File: src/rtl/charge_credit_ctrl_pkg.sv
// Shared types and constants for the charging-station credit controller.
// The optional refund path is selected with the CHARGE_REFUND_EN macro.
package charge_pkg;

   typedef enum logic [1:0] {
      IDLE,
      ACCEPT,
      CHARGING,
      DONE
   } state_t;

   localparam logic [2:0] COIN_1  = 3'b001;
   localparam logic [2:0] COIN_5  = 3'b101;
   localparam logic [2:0] COIN_10 = 3'b010;

   localparam logic [3:0] VAL_1  = 4'd1;
   localparam logic [3:0] VAL_5  = 4'd5;
   localparam logic [3:0] VAL_10 = 4'd10;

   localparam logic [3:0] MODE_NONE = 4'b0000;
   localparam logic [3:0] MODE_SLOW = 4'b0001;
   localparam logic [3:0] MODE_FAST = 4'b0101;

   // Zero marks an unrecognised coin code.
   function automatic logic [3:0] coin_value(input logic [2:0] code);
      logic [3:0] v;
      v = 4'd0;
      case (code)
         COIN_1:  v = VAL_1;
         COIN_5:  v = VAL_5;
         COIN_10: v = VAL_10;
         default: v = 4'd0;
      endcase
      return v;
   endfunction

endpackage

File: src/rtl/charge_timer.sv
// Loadable down-counter for session seconds.
// Uses the CHARGE_REFUND_EN-independent timing path of charge_credit_ctrl.
module charge_timer #(
   parameter int TIME_W = 16
) (
   input  logic              clk,
   input  logic              nReset,
   input  logic              i_load,
   input  logic              i_clear,
   input  logic              i_tick,
   input  logic [TIME_W-1:0] i_load_val,
   output logic [TIME_W-1:0] o_count,
   output logic              o_zero_next
);

   logic [TIME_W-1:0] r_count;

   always_ff @(posedge clk) begin
      if (!nReset) begin
         r_count <= '0;
      end else if (i_clear) begin
         r_count <= '0;
      end else if (i_load) begin
         r_count <= i_load_val;
      end else if (i_tick && (r_count != '0)) begin
         r_count <= r_count - TIME_W'(1);
      end
   end

   assign o_count     = r_count;
   assign o_zero_next = (r_count == TIME_W'(1));

endmodule

File: src/rtl/charge_credit_ctrl.sv
// Coin credit accumulator and timed charge-session controller.
// Define CHARGE_REFUND_EN to return unspent credit on cancel in ACCEPT.
module charge_credit_ctrl
   import charge_pkg::*;
#(
   parameter int CREDIT_W    = 8,
   parameter int MAX_CREDIT  = 50,
   parameter int MIN_CREDIT  = 1,
   parameter int FAST_THRESH = 5,
   parameter int SEC_SLOW    = 60,
   parameter int SEC_FAST    = 90,
   parameter int TIME_W      = 16
) (
   input  logic                clk,
   input  logic                nReset,
   input  logic                tick,
   input  logic                coin_valid,
   input  logic [2:0]          coin_code,
   input  logic                start,
   input  logic                cancel,
   output logic [CREDIT_W-1:0] credit,
   output logic [3:0]          mode,
   output logic                charging,
   output logic [TIME_W-1:0]   time_left,
   output logic                coin_reject,
   output logic                done,
   output logic                refund_valid,
   output logic [CREDIT_W-1:0] refund_amount
);

   state_t              r_state, w_state_nxt;
   logic [CREDIT_W-1:0] r_credit, w_credit_nxt;
   logic [3:0]          r_mode, w_mode_nxt;
   logic                r_charging, w_charging_nxt;
   logic                r_coin_reject, w_reject;
   logic                r_done, w_done_nxt;

   logic [3:0]          w_coin_val;
   logic [CREDIT_W:0]   w_sum;
   logic                w_coin_fits;
   logic [3:0]          w_mode_cur;
   logic [TIME_W-1:0]   w_load_val;
   logic                w_load, w_clear, w_tick_en, w_zero_next;
   logic                w_cancel_acc, w_refund;

   assign w_coin_val  = coin_value(coin_code);
   assign w_sum       = {1'b0, r_credit} + (CREDIT_W+1)'(w_coin_val);
   assign w_coin_fits = (w_coin_val != 4'd0)
                     && (w_sum <= (CREDIT_W+1)'(MAX_CREDIT));

   assign w_mode_cur = (r_credit == '0) ? MODE_NONE :
                       (r_credit < CREDIT_W'(FAST_THRESH)) ? MODE_SLOW :
                       MODE_FAST;

   assign w_load_val = (w_mode_cur == MODE_FAST)
                     ? TIME_W'(r_credit) * TIME_W'(SEC_FAST)
                     : TIME_W'(r_credit) * TIME_W'(SEC_SLOW);

`ifdef CHARGE_REFUND_EN
   assign w_cancel_acc = cancel && (r_credit != '0);
`else
   assign w_cancel_acc = 1'b0;
`endif

   always_comb begin
      w_state_nxt    = r_state;
      w_credit_nxt   = r_credit;
      w_mode_nxt     = r_mode;
      w_charging_nxt = r_charging;
      w_reject       = 1'b0;
      w_done_nxt     = 1'b0;
      w_load         = 1'b0;
      w_clear        = 1'b0;
      w_tick_en      = 1'b0;
      w_refund       = 1'b0;
      unique case (r_state)
         IDLE, ACCEPT: begin
            if ((r_state == ACCEPT) && w_cancel_acc) begin
               w_refund     = 1'b1;
               w_credit_nxt = '0;
               w_state_nxt  = IDLE;
            end else if (coin_valid) begin
               if (w_coin_fits) begin
                  w_credit_nxt = w_sum[CREDIT_W-1:0];
                  w_state_nxt  = ACCEPT;
               end else begin
                  w_reject = 1'b1;
               end
            end else if ((r_state == ACCEPT) && start
                         && (r_credit >= CREDIT_W'(MIN_CREDIT))) begin
               w_load         = 1'b1;
               w_credit_nxt   = '0;
               w_mode_nxt     = w_mode_cur;
               w_charging_nxt = 1'b1;
               w_state_nxt    = CHARGING;
            end
         end
         CHARGING: begin
            if (cancel) begin
               w_clear        = 1'b1;
               w_charging_nxt = 1'b0;
               w_mode_nxt     = MODE_NONE;
               w_done_nxt     = 1'b1;
               w_state_nxt    = DONE;
            end else begin
               w_reject = coin_valid;
               if (tick) begin
                  w_tick_en = 1'b1;
                  if (w_zero_next) begin
                     w_charging_nxt = 1'b0;
                     w_mode_nxt     = MODE_NONE;
                     w_done_nxt     = 1'b1;
                     w_state_nxt    = DONE;
                  end
               end
            end
         end
         DONE: begin
            w_reject    = coin_valid;
            w_state_nxt = IDLE;
         end
         default: w_state_nxt = IDLE;
      endcase
   end

   always_ff @(posedge clk) begin
      if (!nReset) begin
         r_state       <= IDLE;
         r_credit      <= '0;
         r_mode        <= MODE_NONE;
         r_charging    <= 1'b0;
         r_coin_reject <= 1'b0;
         r_done        <= 1'b0;
      end else begin
         r_state       <= w_state_nxt;
         r_credit      <= w_credit_nxt;
         r_mode        <= w_mode_nxt;
         r_charging    <= w_charging_nxt;
         r_coin_reject <= w_reject;
         r_done        <= w_done_nxt;
      end
   end

   charge_timer #(
      .TIME_W(TIME_W)
   ) u_timer (
      .clk        (clk),
      .nReset     (nReset),
      .i_load     (w_load),
      .i_clear    (w_clear),
      .i_tick     (w_tick_en),
      .i_load_val (w_load_val),
      .o_count    (time_left),
      .o_zero_next(w_zero_next)
   );

`ifdef CHARGE_REFUND_EN
   logic                r_refund_valid;
   logic [CREDIT_W-1:0] r_refund_amount;

   always_ff @(posedge clk) begin
      if (!nReset) begin
         r_refund_valid  <= 1'b0;
         r_refund_amount <= '0;
      end else begin
         r_refund_valid <= w_refund;
         if (w_refund) begin
            r_refund_amount <= r_credit;
         end
      end
   end

   assign refund_valid  = r_refund_valid;
   assign refund_amount = r_refund_amount;
`else
   logic w_unused_refund;
   assign w_unused_refund = w_refund;
   assign refund_valid    = 1'b0;
   assign refund_amount   = '0;
`endif

   // Mode follows live credit until a session latches it.
   assign mode = ((r_state == IDLE) || (r_state == ACCEPT))
               ? w_mode_cur : r_mode;

   assign credit      = r_credit;
   assign charging    = r_charging;
   assign coin_reject = r_coin_reject;
   assign done        = r_done;

endmodule

File: config.mk
export PLATFORM = sky130hd
export DESIGN_NAME = charge_credit_ctrl
export DESIGN_NICKNAME = d
export VERILOG_FILES = /design/src/rtl/charge_credit_ctrl_pkg.sv /design/src/rtl/charge_timer.sv /design/src/rtl/charge_credit_ctrl.sv
export SDC_FILE = /design/constraint.sdc
export NUM_CORES = 1
export LEC_CHECK = 0
export CORE_MARGIN = 2
export CORE_UTILIZATION = 50
export DETAILED_ROUTE_END_ITERATION = 7
export GPL_ROUTABILITY_DRIVEN = 0
export HOLD_SLACK_MARGIN = 0.08
export PLACE_DENSITY = 0.73
export SLEW_MARGIN = 20
export SYNTH_ARGS = -nofsm -noshare
export SYNTH_HDL_FRONTEND = slang
export SYNTH_SLANG_ARGS = --single-unit
File: constraint.sdc
create_clock -name clk -period 3.3 [get_ports clk]
set_input_delay 0.33 -clock clk [delete_from_list [all_inputs] [get_ports clk]]
set_output_delay 0.33 -clock clk [all_outputs]
set_load 0.05 [all_outputs]
==> summary.md, run 1 <==
| Metric | Value |
|---|---|
| Outcome | finished, final reports clean |
| HP Start | r_mode[0]$_SDFFE_PN0P_ |
| Sequential cell area | 646 um^2 |
| Async SR Flop Fraction | 0 |
| Synth unique cells | 54 |
| Post-synthesis compound-gate area fraction | 0.191 |
| Worst EP arrival | 3430 ps |
| Die width | 90.7 um |
| Core area | 7250 um^2 |
| Mean routed wirelength per cell | 16.5 um |
| Synth top area share | 0.183 |
| Root buffer cell | clkbuf_8 |
| R2R setup slack | 80 ps |
| Synth area leader | ha_1 |
| Synth warn | 0 |
| Clock slew at reported path FFs | 70 ps |
| Io pins | 49 |
| Leak | 2.16 nW |
| Slew HR | 0.625 |
| Maximum clock rate | 0.310 GHz |
| Via Count | 3392 |
| TritonCTS buffer count | 5 |
| Period utilization | 0.977 |
| First-pass GRT wire length | 15500 um |
| Number of global-route vias before repair | 3317 |
| Final hold vios | 0 |
| Switching Share | 0.298 |
| CP max FO | 5 |
| # Max-Cap Violations | 0 |
| Synth Flop Type | dfxtp_1 |
| Reg-to-Reg Start | credit[2]$_SDFFE_PN0P_ |
| Worst path cell trace | buf_4 > fa_1 > fa_1 > ha_4 > o21ai_0 > nor2_1 > o31ai_2 > buf_4 > o21a_1 > o211a_1 > a221oi_2 |
| Type of origin of the critical path | flip-flop |
| Pin count of the biggest net entering global routing | 28 |
| Slew Limit Fails | 0 |
| Sequential area share after synthesis | 0.165 |
| Crit path max-delay family | adder cells |
| Final nets | 580 |
| Vias per inst | 5.74 |
| FP Rows | 31 |
| Pre-antenna DRT Iters | 5 |
| Peak supply drop | 0.000163 V |
| P&R area growth vs syn | 24.5% |
| Post-Synth Adder-Cell Area | 0.311 |
| Worst-Margin Slew | 556 ps |
| Worst R2R Path Depth | 11 |
| Comb pwr share | 0.149 |
| Detailed Route Iter0 Violations | 182 |
| Largest family of logic cells by synthesized area | adder cells |
| # H-tree levels | 2 |
| Total Routing Usage GR | 0.234 |
| Die area | 8230 um^2 |
| Net Sw Power | 0.245 mW |
| Final hold slack | 472 ps |
| Min-Delay Path Depth | 2 |
| Clock Latency Late Sink | 300 ps |
| Synthesized flop and latch total | 31 |
| Crit Path Class | flip-flop to flip-flop |
| DRC | 0 |
| DIE HEIGHT | 90.7 um |
| Mean Syn Cell Area | 8.68 um^2 |
| Core Util, Final | 0.646 |
| Simple-gate share of the synthesized area | 0.161 |
| Synth Area in XOR/XNOR | 0.0629 |
| Reg2Reg Capture Point | u_timer.o_count[13]$_SDFFE_PP0P_ |
| Max clock buf depth | 2 |
| Total congestion overflow | 0 |
| Filler Cell Count | 610 |
| Cells after synthesis | 433 |
| Synth top area cells | ha_1 (18%), dfxtp_1 (17%), fa_1 (13%) |
| Hold Crit Class | flip-flop to flip-flop |
| Sequential fraction of design power | 0.458 |
| Post-route ant nets | 0 |
| Slowest cell on crit path | fa_1 |
| Starting density of the core | 0.518 |
| Area of the multi-input gates | 3080 um^2 |
| Ant diodes | 0 |
| Worst clock skew | 16.2 ps |
| CTS tree | built |
| Synth top cells by count | ha_1 (55), inv_1 (43), dfxtp_1 (31) |
| Worst Hold Endpoint | r_mode[0]$_SDFFE_PN0P_ |
| Setup violators final | 0 |
| P_int | 0.575 mW |
| Cell Pwr Density | 175 nW/um^2 |
| Mapped cell area | 3760 um^2 |
| Detail Placement HPWL | 7530 um |
| WP data required | 3500 ps |
| Layout cells sized above 1 | 0.165 |
| EDFF count, synth | 0 |
| Crit path time final | 3220 ps |
| Initial antenna violation count | 0 |
| Cell with the most instances after synthesis | ha_1 |
| Mux contribution to synthesized area | 0.0309 |
| CP bufs+invs | 2 |
| Port bufs | 37 |
| Drt total wl | 9750 um |
| CP peak stage delay | 560 ps |
| Clock power share | 0.393 |
| CTS sink count | 31 |
| Critical Path End Type | flip-flop |
==> repair_timing <==
action                                  CTS  global route
setup buffers                             0             2
gates resized for setup                   4            29
hold buffers                              0             0
pin swaps                                 2             9
endpoints found under the setup margin    2             8
==> layout make-up <==
class,count,share of cell area
multi-input combinational,347,0.658
sequential,31,0.138
timing repair buffer,64,0.124
inverter,43,0.0345
tap,99,0.0265
clock buffer,6,0.0176
clock inverter,1,0.00107
==> worst register-to-register path: cells and delay by family (launching register included) <==
family | cells | cell delay, ps
adder cells (fa/ha/maj) | 3 | 1330
flip-flops | 1 | 380
AO/OA/AOI/OAI | 5 | 870
AND/OR/NAND/NOR | 1 | 220
buffers and inverters | 2 | 320
==> kinds of logic (layout without fill, tap and decap cells) <==
logic type,Yosys count,after routing
XOR/XNOR,27,27
multiplexers,11,11
buffers and inverters,65,114
adder cells (fa/ha/maj),79,79
flip-flops,31,31
AO/OA/AOI/OAI,105,105
other,1,11
AND/OR/NAND/NOR,114,114
==> routing by layer <==
metal  track usage  wire, um  up-vias  share of wire
met5             0         0        -              0
met4        0.0744       121        0          0.012
met2         0.391      4760      140           0.49
met3        0.0467       629       13          0.065
met1         0.302      4240     1608           0.44
li1              -         -     1631              -
==> power groups by stage <==
stage               registers, mW  logic (mW)  clock network (mW)
detailed placement          0.384       0.115                   0
floorplan                   0.390      0.0821                   0
CTS                         0.375       0.116               0.327
global route                0.376       0.130               0.337
global placement            0.383       0.114                   0
finish                      0.375       0.122               0.323
==> how the worst max path moves through the flow <==
| stage | cells past startpoint | startpoint | end | slack (ps) |
|---|---|---|---|---|
| final | 11 | credit[2]$_SDFFE_PN0P_ | u_timer.o_count[13]$_SDFFE_PP0P_ | 80 |
| after global routing | 11 | credit[2]$_SDFFE_PN0P_ | u_timer.o_count[13]$_SDFFE_PP0P_ | -40 |
| after CTS | 13 | credit[5]$_SDFFE_PN0P_ | u_timer.o_count[11]$_SDFFE_PP0P_ | 6 |
| after detailed placement | 12 | coin_code[0] | credit[4]$_SDFFE_PN0P_ | -150 |
| after global placement | 12 | coin_code[0] | credit[4]$_SDFFE_PN0P_ | -30 |
| after floorplan | 12 | credit[0]$_SDFFE_PN0P_ | u_timer.o_count[14]$_SDFFE_PP0P_ | 20 |
==> registers in the layout, summed over array words and instances (netlist names) <==
signal           flops
charging             1
done                 1
r_mode               2
u_timer.o_count     16
coin_reject          1
r_state              2
credit               8
==> per-stage QoR <==
stage          power (mW)  area [um^2]  setup WS [ps]  cells  setup TNS [ps]
2_1_floorplan       0.473         3820           15.1    443               0
3_3_place_gp        0.497         4380          -32.0    582           -32.0
3_5_place_dp        0.499         4380           -147    582            -305
4_1_cts             0.818         4480           5.91    589               0
5_1_grt             0.843         4680          -40.2    591           -64.6
6_report            0.820         4680           75.9    591               0
==> cells in the final DEF, fill, tap and decap left out, types with 12 or more instances in the layout <==
cell type	count
buf_4	25
fa_1	22
ha_1	44
nor2_1	24
nand3_1	12
dfxtp_1	23
o21ai_0	18
clkdlybuf4s50_1	37
nand2_1	18
xnor2_1	16
a21oi_1	28
inv_1	40
(Power assumes the default switching activity.)
==> run 2: changes to the inputs <==
Settings changed: CORE_UTILIZATION 50 to 47, PLACE_DENSITY 0.73 to 0.69, SKIP_CTS_REPAIR_TIMING set to 1.
==> summary.md, run 2 (synthesis gave the netlist of run 1 again) <==
| Metric | Value |
|---|---|
| Outcome | finished, final reports clean |
| Die width | 93.4 um |
| Initial antenna violation count | 0 |
| Number of flip-flops under the largest register name | 16 |
| Total Routing Usage GR | 0.218 |
| First-pass GRT wire length | 15200 um |
| Port bufs | 37 |
| Leak | 2.21 nW |
| WP data required | 3460 ps |
| Post-route cell area | 4680 um^2 |
| Slew Limit Fails | 0 |
| Ant diodes | 0 |
| CTS tree | built |
| Critical Path End Type | flip-flop |
| Cell Pwr Density | 173 nW/um^2 |
| Placed Cells | 592 |
| P&R area growth vs syn | 24.4% |
| Final hold vios | 0 |
| Detailed Route Iter0 Violations | 133 |
| Type of origin of the critical path | flip-flop |
| Number of global-route vias before repair | 3143 |
| DIE HEIGHT | 93.4 um |
| FP Rows | 32 |
| Vias per inst | 5.56 |
| Hold Crit Class | flip-flop to flip-flop |
| # H-tree levels | 2 |
| Commonest non-fill, non-tap cell in the layout | ha_1 |
| Via Count | 3348 |
| R2R setup slack | 130 ps |
| Io pins | 49 |
| Setup violators final | 0 |
| Clock slew at reported path FFs | 70 ps |
| Detail Placement HPWL | 7540 um |
| Clock Latency Late Sink | 290 ps |
| Layout cells sized above 1 | 0.170 |
| Crit path setup slack, layout | 133 ps |
| Drt total wl | 9380 um |
| Worst clock skew | 8.90 ps |
| Mean routed wirelength per cell | 15.6 um |
| Layout Cells excl Fill | 602 |
| Pre-antenna DRT Iters | 5 |
| CP max FO | 4 |
| Worst EP arrival | 3330 ps |
| Period utilization | 0.960 |
| Area of placed instances | 4430 um^2 |
| Starting density of the core | 0.487 |
| Slew HR | 0.489 |
| Root buffer cell | clkbuf_8 |
| Dpl ws | -46.2 ps |
| Core area | 7730 um^2 |
| Most frequent cells in the layout | ha_1 (49), inv_1 (41), clkdlybuf4s50_1 (37) |
| Max clock buf depth | 2 |
| Final nets | 587 |
| Total congestion overflow | 0 |
| Post-route ant nets | 0 |
| CTS sink count | 31 |
| DRC | 0 |
| Crit Path Class | flip-flop to flip-flop |
| Maximum clock rate | 0.316 GHz |
| Crit path time final | 3170 ps |
| Worst-Margin Slew | 764 ps |
| TritonCTS buffer count | 5 |
| Peak supply drop | 0.000128 V |
| Die area | 8730 um^2 |
| Pin count of the biggest net entering global routing | 28 |
| # Max-Cap Violations | 0 |
-- run 2: worst paths after layout --
kind	cells after the start	endpoint	from
worst max-delay path	12	u_timer.o_count[14]$_SDFFE_PP0P_	credit[3]$_SDFFE_PN0P_
worst min-delay path	2	r_mode[2]$_SDFFE_PN0P_	r_mode[2]$_SDFFE_PN0P_
worst max register to register	12	u_timer.o_count[14]$_SDFFE_PP0P_	credit[3]$_SDFFE_PN0P_
worst min register to register	2	r_mode[2]$_SDFFE_PN0P_	r_mode[2]$_SDFFE_PN0P_
-- run 2: layer usage --
layer	track usage	routed length, um
met1	0.308	4540
met2	0.357	4440
met3	0.0226	303
met4	0.0490	95
met5	0	0
-- run 2: power by group --
part | total (mW) | internal, mW | switching [mW]
Sequential | 0.375 | 0.372 | 0.00323
Clock | 0.315 | 0.168 | 0.147
Combinational | 0.121 | 0.0398 | 0.0813
Total | 0.811 | 0.580 | 0.231
-- run 2: through the flow --
step / hold slack [ps] / setup TNS [ps] / utilization / power (mW)
2_1_floorplan: 444 / 0 / - / 0.473
3_3_place_gp: 453 / 0 / 0.574 / 0.498
3_5_place_dp: 460 / -88.8 / 0.574 / 0.500
4_1_cts: 470 / -120 / 0.586 / 0.811
5_1_grt: 509 / -43.1 / 0.605 / 0.843
6_report: 472 / 0 / 0.605 / 0.811
-- run 2: final cells by class --
| class | count | area, um^2 |
|---|---|---|
| sequential | 31 | 648 |
| clock buffer | 7 | 86.3 |
| timing repair buffer | 71 | 626 |
| inverter | 43 | 161 |
| clock inverter | 1 | 5.00 |
| tap | 102 | 128 |
| multi-input combinational | 347 | 3020 |
| fill | 708 | 3050 |
-- run 2: critical path, stage by stage, from the launching register on --
cell and delay [ps]:
dfxtp_4 370, ha_4 270, inv_1 50, fa_1 500, inv_1 50, fa_1 450
ha_1 320, o21a_1 190, o21a_1 170, o22a_1 200, a31oi_2 170, mux2i_1 220
o21ai_0 100
==> run 3: changes to the inputs <==
Settings changed: REMOVE_ABC_BUFFERS set to 1.
==> summary.md, run 3 (synthesis gave the netlist of run 1 again) <==
| Metric | Value |
|---|---|
| Outcome | finished, final reports clean |
| Die area | 8730 um^2 |
| Layout cells sized above 1 | 0.130 |
| Final nets | 579 |
| Clock slew at reported path FFs | 70 ps |
| CTS tree | built |
| Drt total wl | 9320 um |
| DIE HEIGHT | 93.4 um |
| Crit Path Class | flip-flop to flip-flop |
| Setup violators final | 0 |
| Max clock buf depth | 2 |
| Io pins | 49 |
| Mean routed wirelength per cell | 15.7 um |
| Clock Latency Late Sink | 280 ps |
| Die width | 93.4 um |
| Post-route cell area | 4570 um^2 |
| Cell Pwr Density | 193 nW/um^2 |
| TritonCTS buffer count | 5 |
| Final hold vios | 0 |
| Via Count | 3266 |
| Initial antenna violation count | 0 |
| P&R area growth vs syn | 21.5% |
| Port bufs | 37 |
| TNS Setup | 0 ps |
| Total congestion overflow | 0 |
| Hold Crit Class | flip-flop to flip-flop |
| Most frequent cells in the layout | ha_1 (53), inv_1 (42), clkdlybuf4s50_1 (36) |
| FP Rows | 32 |
| Number of flip-flops under the largest register name | 16 |
| Pre-antenna DRT Iters | 5 |
| Commonest non-fill, non-tap cell in the layout | ha_1 |
| RSZ-0062 raised after global routing | yes |
| Detail Placement HPWL | 7360 um |
| Starting density of the core | 0.487 |
| Peak supply drop | 0.000179 V |
| Detailed Route Iter0 Violations | 133 |
| Core area | 7730 um^2 |
| Ant diodes | 0 |
| Maximum clock rate | 0.310 GHz |
| Crit path time final | 3230 ps |
| Crit path setup slack, layout | 70.5 ps |
| CTS sink count | 31 |
| Worst EP arrival | 3390 ps |
| Core Util, Final | 0.591 |
| WP data required | 3460 ps |
| First-pass GRT wire length | 14800 um |
| Dpl ws | -79.8 ps |
| Area of placed instances | 4360 um^2 |
| Period utilization | 0.979 |
| Root buffer cell | clkbuf_8 |
| Type of origin of the critical path | flip-flop |
| Post-route ant nets | 0 |
| Worst-Margin Slew | 685 ps |
| Worst clock skew | 7.16 ps |
| Final hold slack | 468 ps |
| Total Routing Usage GR | 0.214 |
| CP max FO | 3 |
| Pin count of the biggest net entering global routing | 28 |
| Vias per inst | 5.50 |
| Slew HR | 0.538 |
| DRC | 0 |
| Leak | 2.20 nW |
| Number of global-route vias before repair | 3066 |
| # H-tree levels | 2 |
| Slew Limit Fails | 0 |
| Critical Path End Type | flip-flop |
| # Max-Cap Violations | 0 |
==> run 3: routing by layer <==
layer	vias to the layer above	GRT usage	share of wire
li1	1640	-	-
met1	1533	0.310	0.48
met4	0	0.0466	0.013
met3	10	0.0226	0.042
met2	83	0.344	0.47
met5	-	0	0
==> run 3: metrics by stage <==
step                      cells  power (mW)
after floorplan             421       0.465
after global placement      586       0.501
after detailed placement    586       0.502
after CTS                   594       0.885
after global routing        594       0.915
final                       594       0.883
==> run 3: cell type report <==
type / instances / area, um^2
Sequential cell: 31 / 624
Fill cell: 685 / 3160
Clock buffer: 6 / 82.6
Timing Repair Buffer: 63 / 567
Tap cell: 102 / 128
Clock inverter: 2 / 35.0
Inverter: 43 / 161
Multi-Input combinational cell: 347 / 2970
==> run 3: where the power goes <==
part | leakage (nW) | switching (mW) | internal, mW | total (mW)
Combinational | 1.89 | 0.0802 | 0.0374 | 0.118
Sequential | 0.252 | 0.00274 | 0.377 | 0.380
Clock | 0.0612 | 0.142 | 0.244 | 0.386
Total | 2.20 | 0.225 | 0.658 | 0.883
==> run 3: worst paths after layout <==
kind / slack [ps] / endpoint / from / cells past startpoint
setup reg to reg: 70 / u_timer.o_count[14]$_SDFFE_PP0P_ / credit[5]$_SDFFE_PN0P_ / 12
setup / recovery: 70 / u_timer.o_count[14]$_SDFFE_PP0P_ / credit[5]$_SDFFE_PN0P_ / 12
hold / removal: 470 / r_mode[2]$_SDFFE_PN0P_ / r_mode[2]$_SDFFE_PN0P_ / 2
hold reg to reg: 470 / r_mode[2]$_SDFFE_PN0P_ / r_mode[2]$_SDFFE_PN0P_ / 2
==> run 3: worst max-delay path, cell delays in order, from the launching register on <==
cell     delay, ps
dfxtp_1        350
ha_1           330
inv_1           70
fa_1           500
inv_1           50
fa_1           450
ha_1           330
o21a_1         190
o21a_1         170
o22a_1         210
a31oi_2        170
mux2i_1        210
o21ai_0         90
